**src/rtl/vga_cap_pkg.sv**
```systemverilog
// Shared types and constants for the VGA frame capture block.
package vga_cap_pkg;

    typedef enum logic [1:0] {
        S_WAIT,
        S_FRAME,
        S_FRAME_END
    } state_e;

    // Default timing: 256x240 visible area, two clocks per pixel.
    localparam int unsigned DefHActive = 256;
    localparam int unsigned DefVActive = 240;
    localparam int unsigned DefPixDiv  = 2;

    // 3-bit colour codes as driven on rgb.
    localparam logic [2:0] ColBlack   = 3'd0;
    localparam logic [2:0] ColBlue    = 3'd1;
    localparam logic [2:0] ColGreen   = 3'd2;
    localparam logic [2:0] ColCyan    = 3'd3;
    localparam logic [2:0] ColRed     = 3'd4;
    localparam logic [2:0] ColMagenta = 3'd5;
    localparam logic [2:0] ColYellow  = 3'd6;
    localparam logic [2:0] ColWhite   = 3'd7;

    // Increment that sticks at all-ones instead of wrapping.
    function automatic logic [15:0] sat_inc16(input logic [15:0] v);
        return (v == 16'hFFFF) ? v : v + 16'd1;
    endfunction

endpackage

```
**src/rtl/vga_frame_capture_if.sv**
```systemverilog
// Video input and frame-buffer write bundle. master = video source / sink
// consumer side, slave = the capture block.
interface vga_frame_capture_if #(
    parameter int unsigned AW = 16
);
    logic          hsync;
    logic          vsync;
    logic [2:0]    rgb;
    logic          capture_en;
    logic          err_clr;
    logic          wr_en;
    logic [AW-1:0] wr_addr;
    logic [2:0]    wr_data;
    logic          frame_done;
    logic [15:0]   frame_cnt;
    logic [15:0]   line_len;
    logic          sync_err;

    modport master (
        output hsync, vsync, rgb, capture_en, err_clr,
        input  wr_en, wr_addr, wr_data, frame_done, frame_cnt, line_len, sync_err
    );

    modport slave (
        input  hsync, vsync, rgb, capture_en, err_clr,
        output wr_en, wr_addr, wr_data, frame_done, frame_cnt, line_len, sync_err
    );
endinterface

```
**src/rtl/sync_edge_det.sv**
```systemverilog
// Registers a sync input and derives one-cycle rise/fall pulses from it.
module sync_edge_det #(
    parameter logic IdleVal = 1'b1
) (
    input  logic clk,
    input  logic reset,
    input  logic sig_i,
    output logic sig_q_o,
    output logic rise_o,
    output logic fall_o
);
    logic sig_q;
    logic sig_qq;

    // Two-stage register; resetting to the idle level avoids a false edge.
    always_ff @(posedge clk) begin
        if (reset) begin
            sig_q  <= IdleVal;
            sig_qq <= IdleVal;
        end else begin
            sig_q  <= sig_i;
            sig_qq <= sig_q;
        end
    end

    assign sig_q_o = sig_q;
    assign rise_o  = sig_q & ~sig_qq;
    assign fall_o  = ~sig_q & sig_qq;

endmodule

```
**src/rtl/vga_frame_capture.sv**
```systemverilog
// Rebuilds pixel coordinates from an hsync/vsync/rgb stream and writes the
// visible window into an external frame buffer.
module vga_frame_capture
    import vga_cap_pkg::*;
#(
    parameter int unsigned PIX_DIV  = DefPixDiv,
    parameter int unsigned H_SKIP   = 0,
    parameter int unsigned V_SKIP   = 0,
    parameter int unsigned H_ACTIVE = DefHActive,
    parameter int unsigned V_ACTIVE = DefVActive,
    parameter int unsigned AW       = $clog2(H_ACTIVE * V_ACTIVE)
) (
    input  logic               clk,
    input  logic               reset,
    vga_frame_capture_if.slave bus
);

    logic hs_q, hs_rise, hs_fall;
    logic vs_q, vs_rise, vs_fall;
    logic [2:0] rgb_q;

    state_e state_q, state_d;

    logic [15:0] lc_q, lc_d;
    logic [15:0] pc_q, pc_d;
    logic [15:0] ph_q, ph_d;
    logic [15:0] len_cnt_q, len_cnt_d;
    logic [15:0] line_len_q, line_len_d;
    logic [15:0] frame_cnt_q, frame_cnt_d;
    logic        started_q, started_d;
    logic        sync_err_q, sync_err_d;
    logic        frame_done_q, frame_done_d;
    logic        wr_en_q, wr_en_d;
    logic [AW-1:0] wr_addr_q, wr_addr_d;
    logic [2:0]  wr_data_q, wr_data_d;

    logic        tick, in_x, in_y;
    logic        len_mismatch, short_line, short_frame;
    logic [16:0] x_diff, y_diff;

    sync_edge_det #(.IdleVal(1'b1)) u_hs_edge (
        .clk    (clk),
        .reset  (reset),
        .sig_i  (bus.hsync),
        .sig_q_o(hs_q),
        .rise_o (hs_rise),
        .fall_o (hs_fall)
    );

    sync_edge_det #(.IdleVal(1'b1)) u_vs_edge (
        .clk    (clk),
        .reset  (reset),
        .sig_i  (bus.vsync),
        .sig_q_o(vs_q),
        .rise_o (vs_rise),
        .fall_o (vs_fall)
    );

    // Colour input register, aligned with hs_q/vs_q.
    always_ff @(posedge clk) begin
        if (reset) begin
            rgb_q <= 3'd0;
        end else begin
            rgb_q <= bus.rgb;
        end
    end

    assign tick = (ph_q == 16'(PIX_DIV - 1));

    // A 17-bit difference wraps negative offsets to large values, so a
    // single compare covers both window edges.
    assign x_diff = {1'b0, pc_q} - 17'(H_SKIP);
    assign y_diff = {1'b0, lc_q} - 17'(V_SKIP);
    assign in_x   = (x_diff < 17'(H_ACTIVE));
    assign in_y   = (y_diff < 17'(V_ACTIVE));

    assign short_line  = hs_fall && in_y && (pc_q < 16'(H_SKIP + H_ACTIVE));
    assign short_frame = vs_fall && (lc_q < 16'(V_SKIP + V_ACTIVE));

    // Frame FSM: arm on vsync end, close the frame on the next vsync start.
    always_comb begin
        state_d      = state_q;
        frame_done_d = 1'b0;
        frame_cnt_d  = frame_cnt_q;
        unique case (state_q)
            S_WAIT: begin
                if (vs_rise && bus.capture_en) state_d = S_FRAME;
            end
            S_FRAME: begin
                if (vs_fall) begin
                    state_d      = S_FRAME_END;
                    frame_done_d = 1'b1;
                    frame_cnt_d  = frame_cnt_q + 16'd1;
                end
            end
            S_FRAME_END: begin
                if (vs_rise) state_d = bus.capture_en ? S_FRAME : S_WAIT;
            end
            default: state_d = S_WAIT;
        endcase
    end

    // Position counters, line-length measurement, error flag and write port.
    always_comb begin
        lc_d         = lc_q;
        pc_d         = pc_q;
        ph_d         = ph_q;
        len_cnt_d    = sat_inc16(len_cnt_q);
        line_len_d   = line_len_q;
        started_d    = started_q;
        len_mismatch = 1'b0;
        wr_addr_d    = wr_addr_q;
        wr_data_d    = wr_data_q;

        if (vs_rise) begin
            lc_d = 16'd0;
        end else if (hs_rise) begin
            lc_d = sat_inc16(lc_q);
        end

        if (hs_rise) begin
            ph_d = 16'd0;
            pc_d = 16'd0;
        end else begin
            ph_d = tick ? 16'd0 : ph_q + 16'd1;
            if (tick) pc_d = sat_inc16(pc_q);
        end

        // The first hs_rise after reset only starts the clock count.
        if (hs_rise) begin
            len_cnt_d = 16'd1;
            started_d = 1'b1;
            if (started_q) begin
                line_len_d   = len_cnt_q;
                len_mismatch = (line_len_q != 16'd0) && (len_cnt_q != line_len_q);
            end
        end

        if (len_mismatch || short_line || short_frame) begin
            sync_err_d = 1'b1;
        end else if (bus.err_clr) begin
            sync_err_d = 1'b0;
        end else begin
            sync_err_d = sync_err_q;
        end

        // pc/lc still hold the previous line on the hs_rise cycle, so skip it.
        wr_en_d = tick && !hs_rise && (state_q == S_FRAME) && in_x && in_y && hs_q && vs_q;
        if (wr_en_d) begin
            wr_addr_d = AW'(32'(y_diff[15:0]) * H_ACTIVE + 32'(x_diff[15:0]));
            wr_data_d = rgb_q;
        end
    end

    // State and output registers. lc/pc start saturated so no window or
    // short-line check fires before the first real sync edges are seen.
    always_ff @(posedge clk) begin
        if (reset) begin
            state_q      <= S_WAIT;
            lc_q         <= 16'hFFFF;
            pc_q         <= 16'hFFFF;
            ph_q         <= 16'd0;
            len_cnt_q    <= 16'd0;
            line_len_q   <= 16'd0;
            frame_cnt_q  <= 16'd0;
            started_q    <= 1'b0;
            sync_err_q   <= 1'b0;
            frame_done_q <= 1'b0;
            wr_en_q      <= 1'b0;
            wr_addr_q    <= '0;
            wr_data_q    <= 3'd0;
        end else begin
            state_q      <= state_d;
            lc_q         <= lc_d;
            pc_q         <= pc_d;
            ph_q         <= ph_d;
            len_cnt_q    <= len_cnt_d;
            line_len_q   <= line_len_d;
            frame_cnt_q  <= frame_cnt_d;
            started_q    <= started_d;
            sync_err_q   <= sync_err_d;
            frame_done_q <= frame_done_d;
            wr_en_q      <= wr_en_d;
            wr_addr_q    <= wr_addr_d;
            wr_data_q    <= wr_data_d;
        end
    end

    assign bus.wr_en      = wr_en_q;
    assign bus.wr_addr    = wr_addr_q;
    assign bus.wr_data    = wr_data_q;
    assign bus.frame_done = frame_done_q;
    assign bus.frame_cnt  = frame_cnt_q;
    assign bus.line_len   = line_len_q;
    assign bus.sync_err   = sync_err_q;

endmodule

```
**src/flat_wrapper.sv**
```systemverilog
// flat-port wrapper written by rule: the top's interface ports become plain ports
module vga_frame_capture_flat import vga_cap_pkg::*;
#(
    parameter int unsigned PIX_DIV  = DefPixDiv,
    parameter int unsigned H_SKIP   = 0,
    parameter int unsigned V_SKIP   = 0,
    parameter int unsigned H_ACTIVE = DefHActive,
    parameter int unsigned V_ACTIVE = DefVActive,
    parameter int unsigned AW       = $clog2(H_ACTIVE * V_ACTIVE)
)
  (clk, reset, bus_hsync, bus_vsync, bus_rgb, bus_capture_en, bus_err_clr, bus_wr_en, bus_wr_addr, bus_wr_data, bus_frame_done, bus_frame_cnt, bus_line_len, bus_sync_err);
  vga_frame_capture_if #(.AW(AW)) bus_i ();
  input  logic clk;
  input  logic reset;
  input wire logic [$bits(bus_i.hsync)-1:0] bus_hsync;
  input wire logic [$bits(bus_i.vsync)-1:0] bus_vsync;
  input wire logic [$bits(bus_i.rgb)-1:0] bus_rgb;
  input wire logic [$bits(bus_i.capture_en)-1:0] bus_capture_en;
  input wire logic [$bits(bus_i.err_clr)-1:0] bus_err_clr;
  output wire logic [$bits(bus_i.wr_en)-1:0] bus_wr_en;
  output wire logic [$bits(bus_i.wr_addr)-1:0] bus_wr_addr;
  output wire logic [$bits(bus_i.wr_data)-1:0] bus_wr_data;
  output wire logic [$bits(bus_i.frame_done)-1:0] bus_frame_done;
  output wire logic [$bits(bus_i.frame_cnt)-1:0] bus_frame_cnt;
  output wire logic [$bits(bus_i.line_len)-1:0] bus_line_len;
  output wire logic [$bits(bus_i.sync_err)-1:0] bus_sync_err;
  assign bus_i.hsync = bus_hsync;
  assign bus_i.vsync = bus_vsync;
  assign bus_i.rgb = bus_rgb;
  assign bus_i.capture_en = bus_capture_en;
  assign bus_i.err_clr = bus_err_clr;
  assign bus_wr_en = bus_i.wr_en;
  assign bus_wr_addr = bus_i.wr_addr;
  assign bus_wr_data = bus_i.wr_data;
  assign bus_frame_done = bus_i.frame_done;
  assign bus_frame_cnt = bus_i.frame_cnt;
  assign bus_line_len = bus_i.line_len;
  assign bus_sync_err = bus_i.sync_err;
  vga_frame_capture #(.PIX_DIV(PIX_DIV), .H_SKIP(H_SKIP), .V_SKIP(V_SKIP), .H_ACTIVE(H_ACTIVE), .V_ACTIVE(V_ACTIVE), .AW(AW)) u_core (.clk(clk), .reset(reset), .bus(bus_i));
endmodule
```
**config.mk**
```make
export PLATFORM = sky130hd
export DESIGN_NAME = vga_frame_capture_flat
export DESIGN_NICKNAME = d
export VERILOG_FILES = /design/src/rtl/vga_cap_pkg.sv /design/src/rtl/vga_frame_capture_if.sv /design/src/rtl/sync_edge_det.sv /design/src/rtl/vga_frame_capture.sv /design/src/flat_wrapper.sv
export SDC_FILE = /design/constraint.sdc
export NUM_CORES = 1
export LEC_CHECK = 0
export ABC_CLOCK_PERIOD_IN_PS = 4200
export BUFFER_PORTS_ARGS = -buffer_cell sky130_fd_sc_hd__buf_2
export CELL_PAD_IN_SITES_DETAIL_PLACEMENT = 1
export CELL_PAD_IN_SITES_GLOBAL_PLACEMENT = 1
export CORE_ASPECT_RATIO = 0.75
export CORE_UTILIZATION = 40
export DETAILED_ROUTE_END_ITERATION = 10
export GPL_TIMING_DRIVEN = 0
export HOLD_SLACK_MARGIN = 0.08
export PLACE_DENSITY = 0.7
export SLEW_MARGIN = 20
export SYNTH_ARGS = -nofsm -noshare
export SYNTH_HDL_FRONTEND = slang
export SYNTH_SLANG_ARGS = --single-unit
```
**constraint.sdc**
```tcl
create_clock -name clk -period 4.2 [get_ports clk]
set_input_delay 0.42 -clock clk [delete_from_list [all_inputs] [get_ports clk]]
set_output_delay 0.42 -clock clk [all_outputs]
set_load 0.1 [all_outputs]
```
==> results.ini <==
[run_status]
status = complete, no violations

[sta]
rsz0062_at_grt = false
finalCritPeriodShare_pct = 55.7
drv_slew = 0
finalSetupViolCount = 0
worstMarginPinSlew_ps = 719
finalCriticalPeriod_ps = 2340
max_freq_mhz = 427
tns_ps = 0
skew_ps = 13.3
final_hold_viol_count = 0
setup_ws_ps = 1860
relSlewSlack_pct = 52.1

[clock_tree]
insertion_delay_ps = 420
cts_resized = 0
cts_setup_buffers = 0
root_buffer = clkbuf_16
cts_tree = done
h-tree-depth = 4
cts_inserted_buffers = 17
cts_num_sinks = 128
clk_path_buf_depth = 2
cts.hold.buffers_added = 0
cts.clk_slew.worst_paths_ps = 60

[cells_and_area]
drive_gt1_share_pct = 13.3
antennaDiodeCount = 0
areaGrowthSynthToFinish_pct = 19.1
final_cell_mix = dfxtp_1, nor2_1, buf_2, nand2_1, xor2_1
layout.nets = 805
layout_commonest_cell = dfxtp_1

[floorplan]
start_util_pct = 41.8
core_um2 = 14700
num_rows = 38
io-pin-count = 63
design.die.area_um2 = 15900
die_h_um = 109
fp.dieW_um = 145

[pwr]
power_leakage_nw = 2.95
powerDensity_nw_per_um2 = 474
swShare_pct = 27.3
seqPwrFrac_pct = 38.8
ir_drop_uv = 271
intPower_w = 0.00253
power_frac_comb_pct = 16.2
p_sw_w = 0.000951
clockPowerShare_pct = 45.0

[place]
dpl.hpwl_um = 12800
pre_cts_ws_ps = 1830
place_congestion = 0.809
portBuffers = 61

[grt]
grt_pass1_wl_um = 28200
grt_pass1_vias = 5426
grt_util_met1_pct = 31.3
grt_max_degree = 17
antenna_found_initial = 0
gr-max-usage-layer = met2
use_met2_pct = 35.6
grt_usage_pct = 22.8
grt.overflow.total = 0
gr-usage-met3_pct = 5.60

[critical_path]
worstSetupStartpointType = flip-flop
path_class = flip-flop to flip-flop
path_max_fanout = 10
crit_end = u_core.ph_q[9]$_SDFF_PP0_
worstSetupEndpointType = flip-flop
cp.arrival_ps = 2620
timing.rr.end = u_core.ph_q[9]$_SDFF_PP0_
cp.required_ps = 4480
regToRegSetupSlack_ps = 1860
reg2reg_depth = 7
r2r_start = u_core.ph_q[0]$_SDFF_PP0_
cp-startpoint = u_core.ph_q[0]$_SDFF_PP0_

[logic_synthesis]
synthCells = 702
synth_edf_count = 0
netlist_area_um2 = 6160
async_flop_share_pct = 0
synth_area_per_cell_um2 = 8.78
synth_seq_cells = 128
ys_seq_area_share_pct = 41.6
ys.flop_type = dfxtp_1
yosys.area.top_type = dfxtp_1
yosysWarnings = 0
synthDominantCellAreaShare_pct = 41.6
netlist-cell-type-count = 58
syn_nets = 725
synthTopCellsByArea = dfxtp_1, xor2_1, xnor2_1

[routing]
drt_iter0_drc = 246
postRouteAntennaNets = 0
wl_per_cell_um = 17.6
wl_um = 17500
dr.pass1.iters = 5
vias_per_cell = 5.44
drc = 0
vias = 5411

[worst_hold_path]
holdPathStages = 2
hp-class = primary input to flip-flop

[job]
drv_cap = 0

## critical path: stages, from the launching register on
cell and delay [ps]:
dfxtp_1 380, ha_1 190, nor4b_2 210, nand4_1 260
clkbuf_1 340, nand2_1 330, clkbuf_1 400, nor2_1 100
## per-stage QoR
step	hold slack [ps]	instance area (µm²)	utilization, %	std cells	power [W]
floorplan	429	6160	-	702	0.00178
global placement	447	6720	45.6	963	0.00190
detailed placement	455	6720	45.6	963	0.00193
CTS	189	7340	49.8	995	0.00351
global route	190	7340	49.8	995	0.00365
finish	206	7340	49.8	995	0.00348
## worst min path at each step
stage | end | startpoint | slack [ps]
floorplan | u_core.ph_q[0]$_SDFF_PP0_ | u_core.ph_q[0]$_SDFF_PP0_ | 430
global placement | u_core.bus.wr_addr[15]$_SDFFE_PP0P_ | u_core.bus.wr_addr[15]$_SDFFE_PP0P_ | 450
detailed placement | u_core.bus.wr_addr[15]$_SDFFE_PP0P_ | u_core.bus.wr_addr[15]$_SDFFE_PP0P_ | 460
CTS | u_core.u_vs_edge.sig_q_o$_SDFF_PP1_ | bus_vsync | 190
global route | u_core.u_vs_edge.sig_q_o$_SDFF_PP1_ | bus_vsync | 190
finish | u_core.u_vs_edge.sig_q_o$_SDFF_PP1_ | bus_vsync | 210
## per-layer routing
metal,routed length [µm],part of all wire [%],vias up
li1,-,-,2662
met1,8840,51,2625
met2,7800,45,108
met3,652,3.7,16
met4,202,1.2,0
met5,0,0,-
## Yosys cell counts (all sizes together) (2+ instances only)
cell type / number
clkbuf: 29
xor2: 39
nand2: 64
buf: 8
nor2: 70
and3: 14
o21bai: 2
dfxtp: 128
a311oi: 4
mux2i: 23
inv: 13
o21ai: 22
nand4: 20
nor2b: 9
nand4b: 2
xnor2: 35
a2111oi: 2
nor4b: 3
nor3: 12
or2: 5
or3: 12
ha: 13
a21o: 28
a311o: 4
o2111ai: 5
o311a: 2
nor4: 21
o211ai: 9
and4: 9
nand3: 26
a31oi: 8
and2: 6
nand2b: 8
a21oi: 32
## registers in the layout, summed over array words and instances (netlist names), 2 cells and up
signal / flops
u_core.bus.frame_cnt: 16
u_core.bus.line_len: 16
u_core.bus.wr_addr: 16
u_core.bus.wr_data: 3
u_core.lc_q: 16
u_core.len_cnt_q: 16
u_core.pc_q: 16
u_core.ph_q: 16
u_core.rgb_q: 3
u_core.state_q: 2
## logic make-up (layout without fill, tap and decap cells)
kind of cell	after synthesis	count (layout)	synth area share, %
flip-flops	128	128	41.6
adder cells (fa/ha/maj)	14	14	2.96
AND/OR/NAND/NOR	286	286	23.9
multiplexers	23	23	3.74
XOR/XNOR	74	74	10.5
AO/OA/AOI/OAI	127	127	13.8
buffers and inverters	50	143	3.49
## area by class of cell
cell class / count / area, µm²
fillers: 1761 / 7400
multi-input cells: 524 / 3380
flip-flops and latches: 128 / 2560
clock buffers: 22 / 464
repair buffers: 61 / 305
well taps: 200 / 250
plain buffers: 37 / 166
clock inverters: 10 / 159
inverters: 13 / 48.8
## power by group through the flow
stage | clock [W] | combinational, W | sequential, W
3_5_place_dp | 0 | 0.000558 | 0.00137
5_1_grt | 0.00166 | 0.000625 | 0.00136
3_3_place_gp | 0 | 0.000536 | 0.00137
6_report | 0.00157 | 0.000565 | 0.00135
4_1_cts | 0.00159 | 0.000565 | 0.00135
2_1_floorplan | 0 | 0.000432 | 0.00135
Note: power is estimated with default switching activity, not from simulation.
